`src/rtl/counter_pkg.sv`:
```
// rtl/counter_pkg.sv - shared state type and clamp helper for the modulo-N counters
package counter_pkg;

    typedef enum logic {
        IDLE = 1'b0,
        RUN  = 1'b1
    } state_t;

    // Saturate a start value to the top of the count range; full-width compare, no wrap.
    function automatic logic [31:0] clamp(input logic [31:0] val, input logic [31:0] top);
        return (val > top) ? top : val;
    endfunction

endpackage

```
`src/rtl/modulo_n_down_counter.sv`:
```
// rtl/modulo_n_down_counter.sv - loadable modulo-N down-counter/timer with expiry pulse and auto-reload
module modulo_n_down_counter
    import counter_pkg::*;
#(
    parameter int N     = 10,
    parameter int WIDTH = (N > 1) ? $clog2(N) : 1
) (
    input  logic             clk,
    input  logic             rst_n,
    input  logic             en,
    input  logic             start,
    input  logic             stop,
    input  logic             auto_reload,
    input  logic [WIDTH-1:0] load_val,
    output logic [WIDTH-1:0] count,
    output logic             busy,
    output logic             tc,
    output logic             expire
);

    localparam logic [WIDTH-1:0] TOP = WIDTH'(N - 1);

    state_t           state;
    logic [WIDTH-1:0] load_clamped;

    assign load_clamped = WIDTH'(clamp(32'(load_val), 32'(N - 1)));

    assign busy = (state == RUN);
    assign tc   = busy && (count == '0);

    always_ff @(posedge clk or negedge rst_n) begin
        if (!rst_n) begin
            state  <= IDLE;
            count  <= '0;
            expire <= 1'b0;
        end else begin
            expire <= 1'b0;
            case (state)
                IDLE: begin
                    if (!stop && start) begin
                        count <= load_clamped;
                        state <= RUN;
                    end
                end
                RUN: begin
                    if (stop) begin
                        state <= IDLE;
                    end else if (start) begin
                        count <= load_clamped;
                    end else if (en) begin
                        // Terminal cycle: the zero check also guards the decrement against underflow.
                        if (count == '0) begin
                            expire <= 1'b1;
                            if (auto_reload) begin
                                count <= TOP;
                            end else begin
                                state <= IDLE;
                            end
                        end else begin
                            count <= count - 1'b1;
                        end
                    end
                end
                default: state <= IDLE;
            endcase
        end
    end

endmodule
```
`config.mk`:
```
export PLATFORM = sky130hd
export DESIGN_NAME = modulo_n_down_counter
export DESIGN_NICKNAME = d
export VERILOG_FILES = /design/src/rtl/counter_pkg.sv /design/src/rtl/modulo_n_down_counter.sv
export SDC_FILE = /design/constraint.sdc
export NUM_CORES = 1
export LEC_CHECK = 0
export CELL_PAD_IN_SITES_DETAIL_PLACEMENT = 0
export CELL_PAD_IN_SITES_GLOBAL_PLACEMENT = 1
export CORE_UTILIZATION = 30
export DETAILED_ROUTE_END_ITERATION = 10
export PLACE_DENSITY_LB_ADDON = 0.1
export SLEW_MARGIN = 30
export SYNTH_ARGS = -nofsm -noshare
export SYNTH_HDL_FRONTEND = slang
export SYNTH_SLANG_ARGS = --single-unit
export TNS_END_PERCENT = 1
```
`constraint.sdc`:
```
create_clock -name clk -period 3.3 [get_ports clk]
set_clock_uncertainty 0.15 [all_clocks]
set_input_delay 0.66 -clock clk [delete_from_list [all_inputs] [get_ports clk]]
set_output_delay 0.66 -clock clk [all_outputs]
set_load 0.02 [all_outputs]
```
# ---- After elaboration in Yosys (flattened, before gate mapping)
# Cells that the tools add are included.
dict set report totals {
  output_inout_bits 7
  elab_cells 35
  reg_bits 6
  input_bits 10
}
dict set report classes {
  add_sub_neg 1
  n_mux 20
  n_reduce_logical 5
  n_eq_ne 4
  n_lt_le_gt_ge 1
  n_bitwise 1
}
# operator count
set op_table {}
lappend op_table {{$mux 4} 7}
lappend op_table {{$mux 1} 11}
lappend op_table {{$pmux 4 s2} 1}
lappend op_table {{$gt 4x4->1 const B} 1}
lappend op_table {{$logic_not 4->1} 1}
lappend op_table {{$ne 2x2->1 const B} 2}
lappend op_table {{$ne 4x4->1 const B} 1}
lappend op_table {{$reduce_and 4->1} 1}
lappend op_table {{$sub 4x1->4 const B} 1}
lappend op_table {{$ne 3x3->1 const B} 1}
lappend op_table {{$logic_and 1x1->1} 2}
lappend op_table {{$pmux 1 s2} 1}
lappend op_table {{$logic_not 1->1} 1}
lappend op_table {{$not 1->1} 1}

# ---- Longest topological paths before layout
# Gate-level depths: netlist (run 1).
dict set report depth {
  depth_word 6
  ltp_mapped 5
  ltp_nobuf 4
}

# ---- Least setup slack after synthesis (run 1)
# Ideal clock, no wire load.
dict set report synth_path {
  kind {register -> output}
  from {reg count[0]}
  to {out tc}
  path_slack_ps 1381
  arrival_time_ps 1109
  required_time_ps 2490
  path_buffers 0
  stages_incl_launch_ff 3
  path_cell_list {dfrtp_1 nor4_4 and2_2}
}
dict set report synth_between {
  elab_chain_len 2
}
# element line
set synth_lines {}
lappend synth_lines {{from (decl)} modulo_n_down_counter.sv:15} ;# output logic [WIDTH-1:0] count,
lappend synth_lines {{from (signal assigned)} modulo_n_down_counter.sv:41} ;# count <= load_clamped;
lappend synth_lines {{from (signal assigned)} modulo_n_down_counter.sv:49} ;# count <= load_clamped;
lappend synth_lines {{from (signal assigned)} modulo_n_down_counter.sv:60} ;# count <= count - 1'b1;
lappend synth_lines {{$logic_not 4->1} modulo_n_down_counter.sv:29} ;# assign tc = busy && (count == '0);
lappend synth_lines {{$logic_and 1x1->1} modulo_n_down_counter.sv:29}
lappend synth_lines {{to (decl)} modulo_n_down_counter.sv:17} ;# output logic tc,
# No other way between the ends.

# ---- Worst setup path after layout (run 1)
dict set report layout_path {
  from {reg count[1]}
  to {out tc}
}
# The elaborated chain is that of the path after synthesis.

==> results of run 1 <==
state kept, by name, indices dropped and copies added, names as in the netlist:
name and cells:
busy 1, count 4, expire 1
power by group through the flow:
stage                     clock network (W)  registers, W  logic [W]
final                             0.0000639      0.000103  0.0000807
after global routing              0.0000736      0.000105  0.0000877
after CTS                         0.0000673      0.000102  0.0000816
after detailed placement                  0      0.000103  0.0000814
after global placement                    0      0.000102  0.0000808
after floorplan                           0      0.000112  0.0000301
cell families after synthesis:
family                 after synthesis
buffers and inverters                2
DFF                                  6
and+or+nand+nor                     23
AOI/OAI and AO/OA                   13
per-layer routing:
metal  up-vias  global-route usage [%]  part of all wire [%]
met2        20                   30.51                    53
met4         0                   2.586                     0
met1       196                   21.00                    41
li1        207                       -                     -
met3         0                   5.233                   6.0
met5         -                       0                     0
placed cells by master (no fill, tap or decap):
| master | n |
|---|---|
| clkdlybuf4s50_1 | 16 |
| nor2_1 | 7 |
| dfrtp_1 | 6 |
| nand3b_1 | 3 |
| a21oi_1 | 3 |
| clkbuf_4 | 3 |
| nand2_1 | 2 |
| nand2b_1 | 2 |
| nor3_1 | 2 |
| a31oi_1 | 2 |
| o31ai_1 | 2 |
| nor4_4 | 1 |
| and2_2 | 1 |
| nand2b_2 | 1 |
| a31oi_2 | 1 |
| nor2b_1 | 1 |
| and3b_1 | 1 |
| nand3_1 | 1 |
| o31a_1 | 1 |
| a32oi_1 | 1 |
| o311ai_0 | 1 |
| inv_1 | 1 |
| nor4_1 | 1 |
| o211ai_1 | 1 |
| o32ai_1 | 1 |
worst max-delay path by stage:
| stage | slack (ns) | to | depth (start not counted) | start |
|---|---|---|---|---|
| 6_report | 0.63 | tc | 3 | count[1] |
| 5_1_grt | 0.53 | tc | 3 | count[0] |
| 4_1_cts | 0.61 | tc | 3 | count[0] |
| 3_5_place_dp | 0.87 | tc | 3 | count[0] |
| 3_3_place_gp | 0.88 | tc | 3 | count[0] |
| 2_1_floorplan | 1.38 | tc | 2 | count[0] |
layout make-up:
cell class                      instances  area share, %
Tap cell                               14          2.947
Timing Repair Buffer                   16          26.95
Clock buffer                            3          3.789
Inverter                                1         0.6316
Sequential cell                         6          25.26
Multi-Input combinational cell         36          40.42
per-stage QoR:
stage | instance area [um2] | total power [W] | instances
global placement | 571.8 | 0.0001827 | 73
finish | 594.3 | 0.0002475 | 76
global route | 594.3 | 0.0002658 | 76
floorplan | 397.9 | 0.0001417 | 44
CTS | 594.3 | 0.0002514 | 76
detailed placement | 571.8 | 0.0001848 | 73
==> summary.md, run 1 <==
| Metric | Value |
|---|---|
| Status | `finished clean` |
| Nets@finish | `74` |
| Seq/Total Area, Yosys | `between 30 and 40%` |
| GR Overflow Total | `0` |
| Synthesized instance count | `between 40 and 50` |
| Internal power | `between 0.00015 and 0.0002 W` |
| Synth area leader | `dfrtp_1` |
| Final RePlAce weighted congestion | `0.7615` |
| Die height | `slightly below 40 um` |
| Worst Slack Setup Final | `0.6252 ns` |
| Flops & latches, synth | `6` |
| Sequential Power Share | `41.6%` |
| CTS tree | `done` |
| H-tree lvl count | `1` |
| Drt drc | `0` |
| Worst hold path class | `input port to async pin` |
| Critical path fanouts, max | `6` |
| IO buf count | `16` |
| Setup repair bufs after CTS | `0` |
| Fin crit period | `about 2.7 ns` |
| Initial antenna violation count | `0` |
| DRT iter0 DRCs | `12` |
| P_leak | `0.2138 nW` |
| Net Sw Power | `0.00008156 W` |
| CTS Hold Buffers Added | `0` |
| Clock buffer depth | `2` |
| Period utilisation layout | `slightly above 80%` |
| Pre-CTS WS | `a little under 0.9 ns` |
| TritonCTS Sinks | `6` |
| Setup violators final | `0` |
| CP arrival | `1.86 ns` |
| Via/cell ratio | `between 5 and 6` |
| N_diodes | `0` |
| Final number of max-transition violations | `0` |
| Avg Cell Area, Syn | `around 9.0 um2` |
| Fmax | `373.9 MHz` |
| Multi-input logic area | `240.2 um2` |
| FF/Latch Area | `between 150 and 200 um2` |
| DRT Wirelength | `between 1000 and 1500 um` |
| Reg2reg start | `count[1]` |
| Complex-gate fraction of the synthesized area | `24.53%` |
| Clock latency on the worst-skew pair | `approximately 0.24 ns` |
| CP startpoint kind | `register` |
| Portion of netlist area occupied by mux cells | `0%` |
| Maximum VDD drop | `around 340 uV` |
| Clock slew at reported path FFs | `0.04 ns` |
| R2r worst-path depth | `4` |
| R2R Setup Slk | `between 1.5 and 2 ns` |
| Adder-cell share of the synthesized area | `0%` |
| Actual slew at the worst max-slew pin | `0.3356 ns` |
| Post-cts resize count | `0` |
| Drt wl/cell | `13.63 um` |
| RSZ-0062 raised after global routing | `false` |
| Post-synth net total | `54` |
| Drt pass-1 iters | `4` |
| Crit Path Class | `register to primary output` |
| Largest net degree at the start of global routing | `10` |
| Rel. slew slack | `slightly below 80%` |
| Fraction of layout instances using a drive strength above 1 | `11.29%` |
| Pwr dens | `416.4 nW/um2` |
| Post-layout util | `approximately 51%` |
| FILL cells | `between 100 and 150` |
| Post-Synth XOR/XNOR Area | `0%` |
| Hold WS | `just over 0.5 ns` |
| Io pins | `17` |
| Core box area | `around 1200 um2` |
| Critical path endpoint category | `primary output` |
| Total CTS buffers | `3` |
| Yosys warns | `0` |
| Antenna viol nets, final | `0` |
| Async set-reset flop share out of synthesis | `100.0%` |
| Max stage delay cell, worst path | `clkdlybuf4s50_1` |
| Critical path, cell by cell | `nor4_4 > and2_2 > clkdlybuf4s50_1` |
| Vias | `approximately 420` |
| Cell Area, Synth | `roughly 400 um2` |
| HPWL after DPL | `just over 800 um` |
| Comb power frac | `between 30% and 40%` |
| Row count | `12` |
| CP top delay family | `buffers and inverters` |
| Synth Flop Type | `dfrtp_1` |
| Total GRT Usage | `~17%` |
| Clock network power share | `between 20% and 30%` |
| Top cells by area, synth | `dfrtp_1 38%, nor2_1 6.6%, nand3b_1 5.7%` |
| Number of flops mapped to enable cells by yosys | `0` |
| Most frequent cell after synthesis | `nor2_1` |
| Initial Util | `33.97%` |
| Synth-to-layout area growth | `49.37%` |
| Slowest Stage Delay on Critical Path | `about 0.59 ns` |
| WP buf/inv | `1` |
| Most frequent cells after synthesis | `7 x nor2_1, 6 x dfrtp_1, 3 x a21oi_1, 3 x nand3b_1` |
| Vias in the first global route | `approximately 430` |
| Net Sw Frac | `32.96%` |
| Critical R2R Capture | `count[2]` |
| Die Span X | `around 38 um` |
| Root Buffer | `clkbuf_4` |
| Synth Area in Simple Gates | `35.85%` |
| Synth unique cells | `24` |
| Setup TNS Final | `0 ns` |
| First-pass GRT wire length | `1773 um` |
| Full die area | `1476 um2` |
| WP data required | `between 2 and 2.5 ns` |
| Top-area cell type share of the netlist area | `a little under two fifths` |
| Max-cap violations | `0` |
| Main combinational cell family by area after synthesis | `simple AND/OR/NAND/NOR gates` |
| Endpoints failing hold | `0` |
No activity file was read; power rests on OpenSTA's default activity.
==> inputs of run 2 (changes only) <==
Settings changed: CORE_UTILIZATION 30 to 28.
Clock period 3.3 ns to 2.5 ns, I/O delays scaled along.
==> run 2 against run 1 <==
Against the previous run: combinational power up 35%; die area is 6.7% higher; largest cell class unchanged; critical endpoint is now count[0]; routed wire length up 2.5%; design area is 1.9% higher; via count increased by 3.1%; total power is 37% higher; critical path type unchanged; worst setup slack lost 0.18 ns.
==> summary.md, run 2 (synthesis results as in run 1) <==
| Metric | Value |
|---|---|
| Crit Path Class | `register to primary output` |
| Post-layout util | `45.96%` |
| CP arrival | `roughly 1.4 ns` |
| Status | `finished clean` |
| Fmax | `485.5 MHz` |
| Endpoints failing hold | `0` |
| Setup violators final | `0` |
| Critical R2R Capture | `count[2]` |
| WP buf/inv | `1` |
| Fraction of layout instances using a drive strength above 1 | `approximately 13%` |
| First-pass GRT wire length | `between 1500 and 2000 um` |
| Io pins | `17` |
| DRT iter0 DRCs | `15` |
| Setup TNS Final | `0 ns` |
| Vias | `~440` |
| Clock slew at reported path FFs | `0.05 ns` |
| Clock buffer depth | `2` |
| H-tree lvl count | `1` |
| Core box area | `roughly 1300 um2` |
| GR Overflow Total | `0` |
| Nets@finish | `75` |
| Full die area | `around 1600 um2` |
| Pwr dens | `~560 nW/um2` |
| TritonCTS Sinks | `6` |
| Die height | `approximately 40 um` |
| Critical path, cell by cell | `clkdlybuf4s50_1` |
| Worst hold path class | `input port to async pin` |
| CTS tree | `done` |
| Largest net degree at the start of global routing | `10` |
| Root Buffer | `clkbuf_4` |
| Initial antenna violation count | `0` |
| HPWL after DPL | `a little under 800 um` |
| Row count | `13` |
| CP top delay family | `buffers and inverters` |
| Drt pass-1 iters | `4` |
| Critical path endpoint category | `primary output` |
| Synth-to-layout area growth | `52.20%` |
| FF/Latch Area | `around 150 um2` |
| Final RePlAce weighted congestion | `~0.76` |
| Reg2reg start | `count[1]` |
| Vias in the first global route | `372` |
| Fin crit period | `2.060 ns` |
| Maximum VDD drop | `about 230 uV` |
| Max-cap violations | `0` |
| Total CTS buffers | `3` |
| R2R Setup Slk | `around 0.86 ns` |
| Drt wl/cell | `about 14 um` |
| Initial Util | `between 30% and 40%` |
| CP startpoint kind | `register` |
| Critical path fanouts, max | `8` |
| DRT Wirelength | `about 1100 um` |
| Via/cell ratio | `about 5.6` |
| WP data required | `around 1.9 ns` |
| Actual slew at the worst max-slew pin | `a little over 0.4 ns` |
| Clock latency on the worst-skew pair | `0.25 ns` |
| Max FFs per register | `4` |
| Antenna viol nets, final | `0` |
| Multi-input logic area | `roughly 240 um2` |
| Rel. slew slack | `slightly above 70%` |
| Final number of max-transition violations | `0` |
| Slowest Stage Delay on Critical Path | `about 0.66 ns` |
| Max stage delay cell, worst path | `clkdlybuf4s50_1` |
| Total GRT Usage | `16.21%` |
| CTS Hold Buffers Added | `0` |
| Reg with most FFs | `count` |
| IO buf count | `16` |
| Die Span X | `slightly below 40 um` |
| P_leak | `0.2377 nW` |
| Drt drc | `0` |
| Most common cell after layout, fill and taps aside | `clkdlybuf4s50_1` |
| RSZ-0062 raised after global routing | `false` |
| Commonest cells after routing, fill and taps aside | `15 x clkdlybuf4s50_1, 7 x nor2_1, 6 x dfrtp_1` |
| FILL cells | `128` |
| R2r worst-path depth | `5` |
| N_diodes | `0` |
| Period utilisation layout | `between 80% and 90%` |
## run 2: cell count changes in the layout (fill, tap and decap cells not counted), sizes merged
cell           before  now
clkdlybuf4s50      16   15
dlymetal6s2s        0    1
buf                 0    1
## run 2: power by group
| group | internal, W | total, W | switching, W |
|---|---|---|---|
| Clock | 0.0000548 | 0.0000965 | 0.0000417 |
| Combinational | 0.0000571 | 0.000109 | 0.0000514 |
| Sequential | 0.000109 | 0.000135 | 0.0000257 |
| Total | 0.000221 | 0.000340 | 0.000119 |
## run 2: worst max path at each step
| stage | startpoint | endpoint | slack, ns | cells after the start |
|---|---|---|---|---|
| 2_1_floorplan | count[0] | tc | 0.74 | 2 |
| 3_3_place_gp | count[0] | tc | 0.26 | 3 |
| 3_5_place_dp | count[0] | tc | 0.24 | 3 |
| 4_1_cts | count[1] | tc | 0.09 | 3 |
| 5_1_grt | count[0] | count[0] | 0.38 | 1 |
| 6_report | count[0] | count[0] | 0.44 | 1 |
## run 2: per-layer routing
| layer | GRT usage (%) | vias up | share of wire [%] | wire length [um] |
|---|---|---|---|---|
| li1 | - | 206 | - | - |
| met1 | 21.80 | 200 | 47 | 500 |
| met2 | 22.95 | 25 | 43 | 456 |
| met3 | 5.114 | 5 | 7.8 | 83 |
| met4 | 7.759 | 0 | 2.2 | 23 |
| met5 | 0 | - | 0 | 0 |
## run 2: what timing repair did
item	in CTS	in global routing
hold endpoints to repair	0	0
endpoints found under the setup margin	1	1
resized for setup	0	1
setup buffers	1	0
pin swaps	1	0
## run 2: metrics by stage
step	hold slack (ns)	setup slack [ns]	instance area, um2	power [W]	instances
floorplan	0.05441	0.7410	397.9	0.0001870	44
global placement	0.5084	0.2580	573.1	0.0002430	74
detailed placement	0.4930	0.2441	573.1	0.0002418	74
CTS	0.3546	0.08726	603.1	0.0003386	78
global route	0.3610	0.3822	605.6	0.0003553	78
finish	0.3365	0.4403	605.6	0.0003399	78
## run 2: area by class of cell
cell class	instances	share of cell area [%]
tap	15	3.099
clock buffer	3	3.719
multi-input combinational	36	39.67
inverter	1	0.6198
timing repair buffer	17	28.10
sequential	6	24.79
==> inputs of run 3 (changes only) <==
Settings changed: CORE_UTILIZATION 28 to 25.
Clock period 2.5 ns to 1.79 ns, I/O delays scaled along.
==> run 3 against run 2 <==
Against the previous run: first-iteration DRC count is the same; count of clock-buffer cells in the layout is the same; design area grew 13%; critical path type unchanged; core utilization is essentially flat; worst hold slack lost 0.14 ns; non-clock buffer count grew 11; total power grew 44%; register-to-register slack lost 0.68 ns; die area grew 11%.
==> summary.md, run 3 (synthesis results as in run 1) <==
| Metric | Value |
|---|---|
| WP data required | `approximately 1.3 ns` |
| CP startpoint kind | `register` |
| Dpl cell area | `between 600 and 700 um2` |
| Status | `finished clean` |
| Final Instance Area | `684.4 um2` |
| Clock slew at reported path FFs | `approximately 0.050 ns` |
| Critical path fanouts, max | `2` |
| Hold WS | `approximately 0.19 ns` |
| Synth-to-layout area growth | `72.01%` |
| IO buf count | `16` |
| R2r worst-path depth | `5` |
| TritonCTS Sinks | `6` |
| Die Span X | `approximately 42 um` |
| Critical path endpoint category | `primary output` |
| Rel. slew slack | `between 70 and 80%` |
| Slowest Stage Delay on Critical Path | `0.40 ns` |
| Pwr dens | `slightly above 700 nW/um2` |
| WP depth | `3` |
| Clock latency on the worst-skew pair | `between 0.2 and 0.25 ns` |
| DRT Wirelength | `~1100 um` |
| RSZ-0062 raised after global routing | `true` |
| Initial Util | `26.72%` |
| Fraction of layout instances using a drive strength above 1 | `around 27%` |
| Drt pass-1 iters | `4` |
| Most common cell after layout, fill and taps aside | `buf_4` |
| Clock buffer depth | `2` |
| H-tree lvl count | `1` |
| Vias | `approximately 470` |
| Max-cap violations | `0` |
| Drt wl/cell | `11.92 um` |
| Fin crit period | `between 1.5 and 2 ns` |
| Endpoints failing hold | `0` |
| Row count | `14` |
| Maximum VDD drop | `a little under 700 uV` |
| Nets@finish | `86` |
| Drt drc | `0` |
| Critical R2R Capture | `count[2]` |
| WP buf/inv | `1` |
| Crit. Startpoint | `count[2]` |
| Total CTS buffers | `3` |
| Commonest cells after routing, fill and taps aside | `12 x buf_4, 11 x clkdlybuf4s50_1, 7 x nor2_1, 6 x dfrtp_1, 4 x dlygate4sd2_1` |
| HPWL after DPL | `887 um` |
| CP endpoint | `tc` |
| First-pass GRT wire length | `~1900 um` |
| Final number of max-transition violations | `0` |
| Reg with most FFs | `count` |
| Total GRT Usage | `13.88%` |
| GR Overflow Total | `0` |
| Full die area | `~1800 um2` |
| Period utilisation layout | `between 90% and 100%` |
| Actual slew at the worst max-slew pin | `around 0.34 ns` |
| Die height | `between 40 and 50 um` |
| DRT iter0 DRCs | `15` |
| Largest net degree at the start of global routing | `8` |
| Reg2reg start | `count[2]` |
| Max FFs per register | `4` |
| Final RePlAce weighted congestion | `approximately 0.72` |
| R2R Setup Slk | `about 0.18 ns` |
| Core box area | `roughly 1500 um2` |
| Max stage delay cell, worst path | `dfrtp_1` |
| Crit Path Class | `register to primary output` |
| CP top delay family | `simple AND/OR/NAND/NOR gates` |
| CP arrival | `1.26 ns` |
| Critical path, cell by cell | `nor4_4 > and2_4 > buf_6` |
| Root Buffer | `clkbuf_4` |
| Total power after layout | `roughly 0.0005 W` |
| Io pins | `17` |
| N_diodes | `0` |
| CTS tree | `done` |
| Vias in the first global route | `464` |
| CTS Hold Buffers Added | `0` |
| P_leak | `0.2826 nW` |
| Setup violators final | `0` |
| Initial antenna violation count | `0` |
| Fmax | `564.5 MHz` |
| Via/cell ratio | `5.167` |
| Worst hold path class | `input port to async pin` |
| Antenna viol nets, final | `0` |
==> run 3: through the flow <==
| step | worst slack, ns | setup TNS (ns) | utilization, % | std cells |
|---|---|---|---|---|
| 4_1_cts | -0.1142 | -0.1142 | 45.88 | 90 |
| 2_1_floorplan | 0.1730 | 0 | - | 44 |
| 3_5_place_dp | -0.1851 | -0.2544 | 44.62 | 87 |
| 3_3_place_gp | -0.1750 | -0.2577 | 44.62 | 87 |
| 6_report | 0.01864 | 0 | 45.97 | 90 |
| 5_1_grt | -0.06479 | -0.06479 | 45.97 | 90 |
==> run 3: metal layers <==
metal  global-route usage, %  up-vias  part of all wire [%]
met5                       0        -                     0
met4                   3.871        0                     0
met3                   4.348        0                   5.7
met2                   23.13       15                    47
met1                   17.17      218                    48
li1                        -      232                     -
==> run 3: timing repair <==
item	in CTS	in global routing
pin swaps	0	2
hold endpoints to repair	0	0
endpoints found under the setup margin	5	1
buffers inserted	0	0
resized for setup	7	4
gates cloned	0	0
==> run 3: worst min-delay path by stage <==
stage | startpoint | endpoint | slack [ns] | cells after the start
6_report | rst_n | count[2] | 0.19 | 1
5_1_grt | rst_n | count[2] | 0.21 | 1
4_1_cts | rst_n | count[2] | 0.20 | 1
3_5_place_dp | rst_n | expire | 0.46 | 1
3_3_place_gp | rst_n | expire | 0.46 | 1
2_1_floorplan | rst_n | busy | -0.09 | 0
==> run 3: area by class of cell <==
cell class | instances | area (um2)
clock buffers | 3 | 22.52
inverters | 1 | 3.754
well taps | 16 | 20.02
multi-input cells | 36 | 241.5
fillers | 145 | 804.5
repair buffers | 28 | 246.5
flip-flops and latches | 6 | 150.1
==> run 3: power breakdown <==
group          switching [W]  internal, W  total (W)
clock              0.0000480    0.0000758   0.000124
sequential         0.0000173     0.000153   0.000170
combinational      0.0000971    0.0000995   0.000197
total               0.000162     0.000328   0.000491
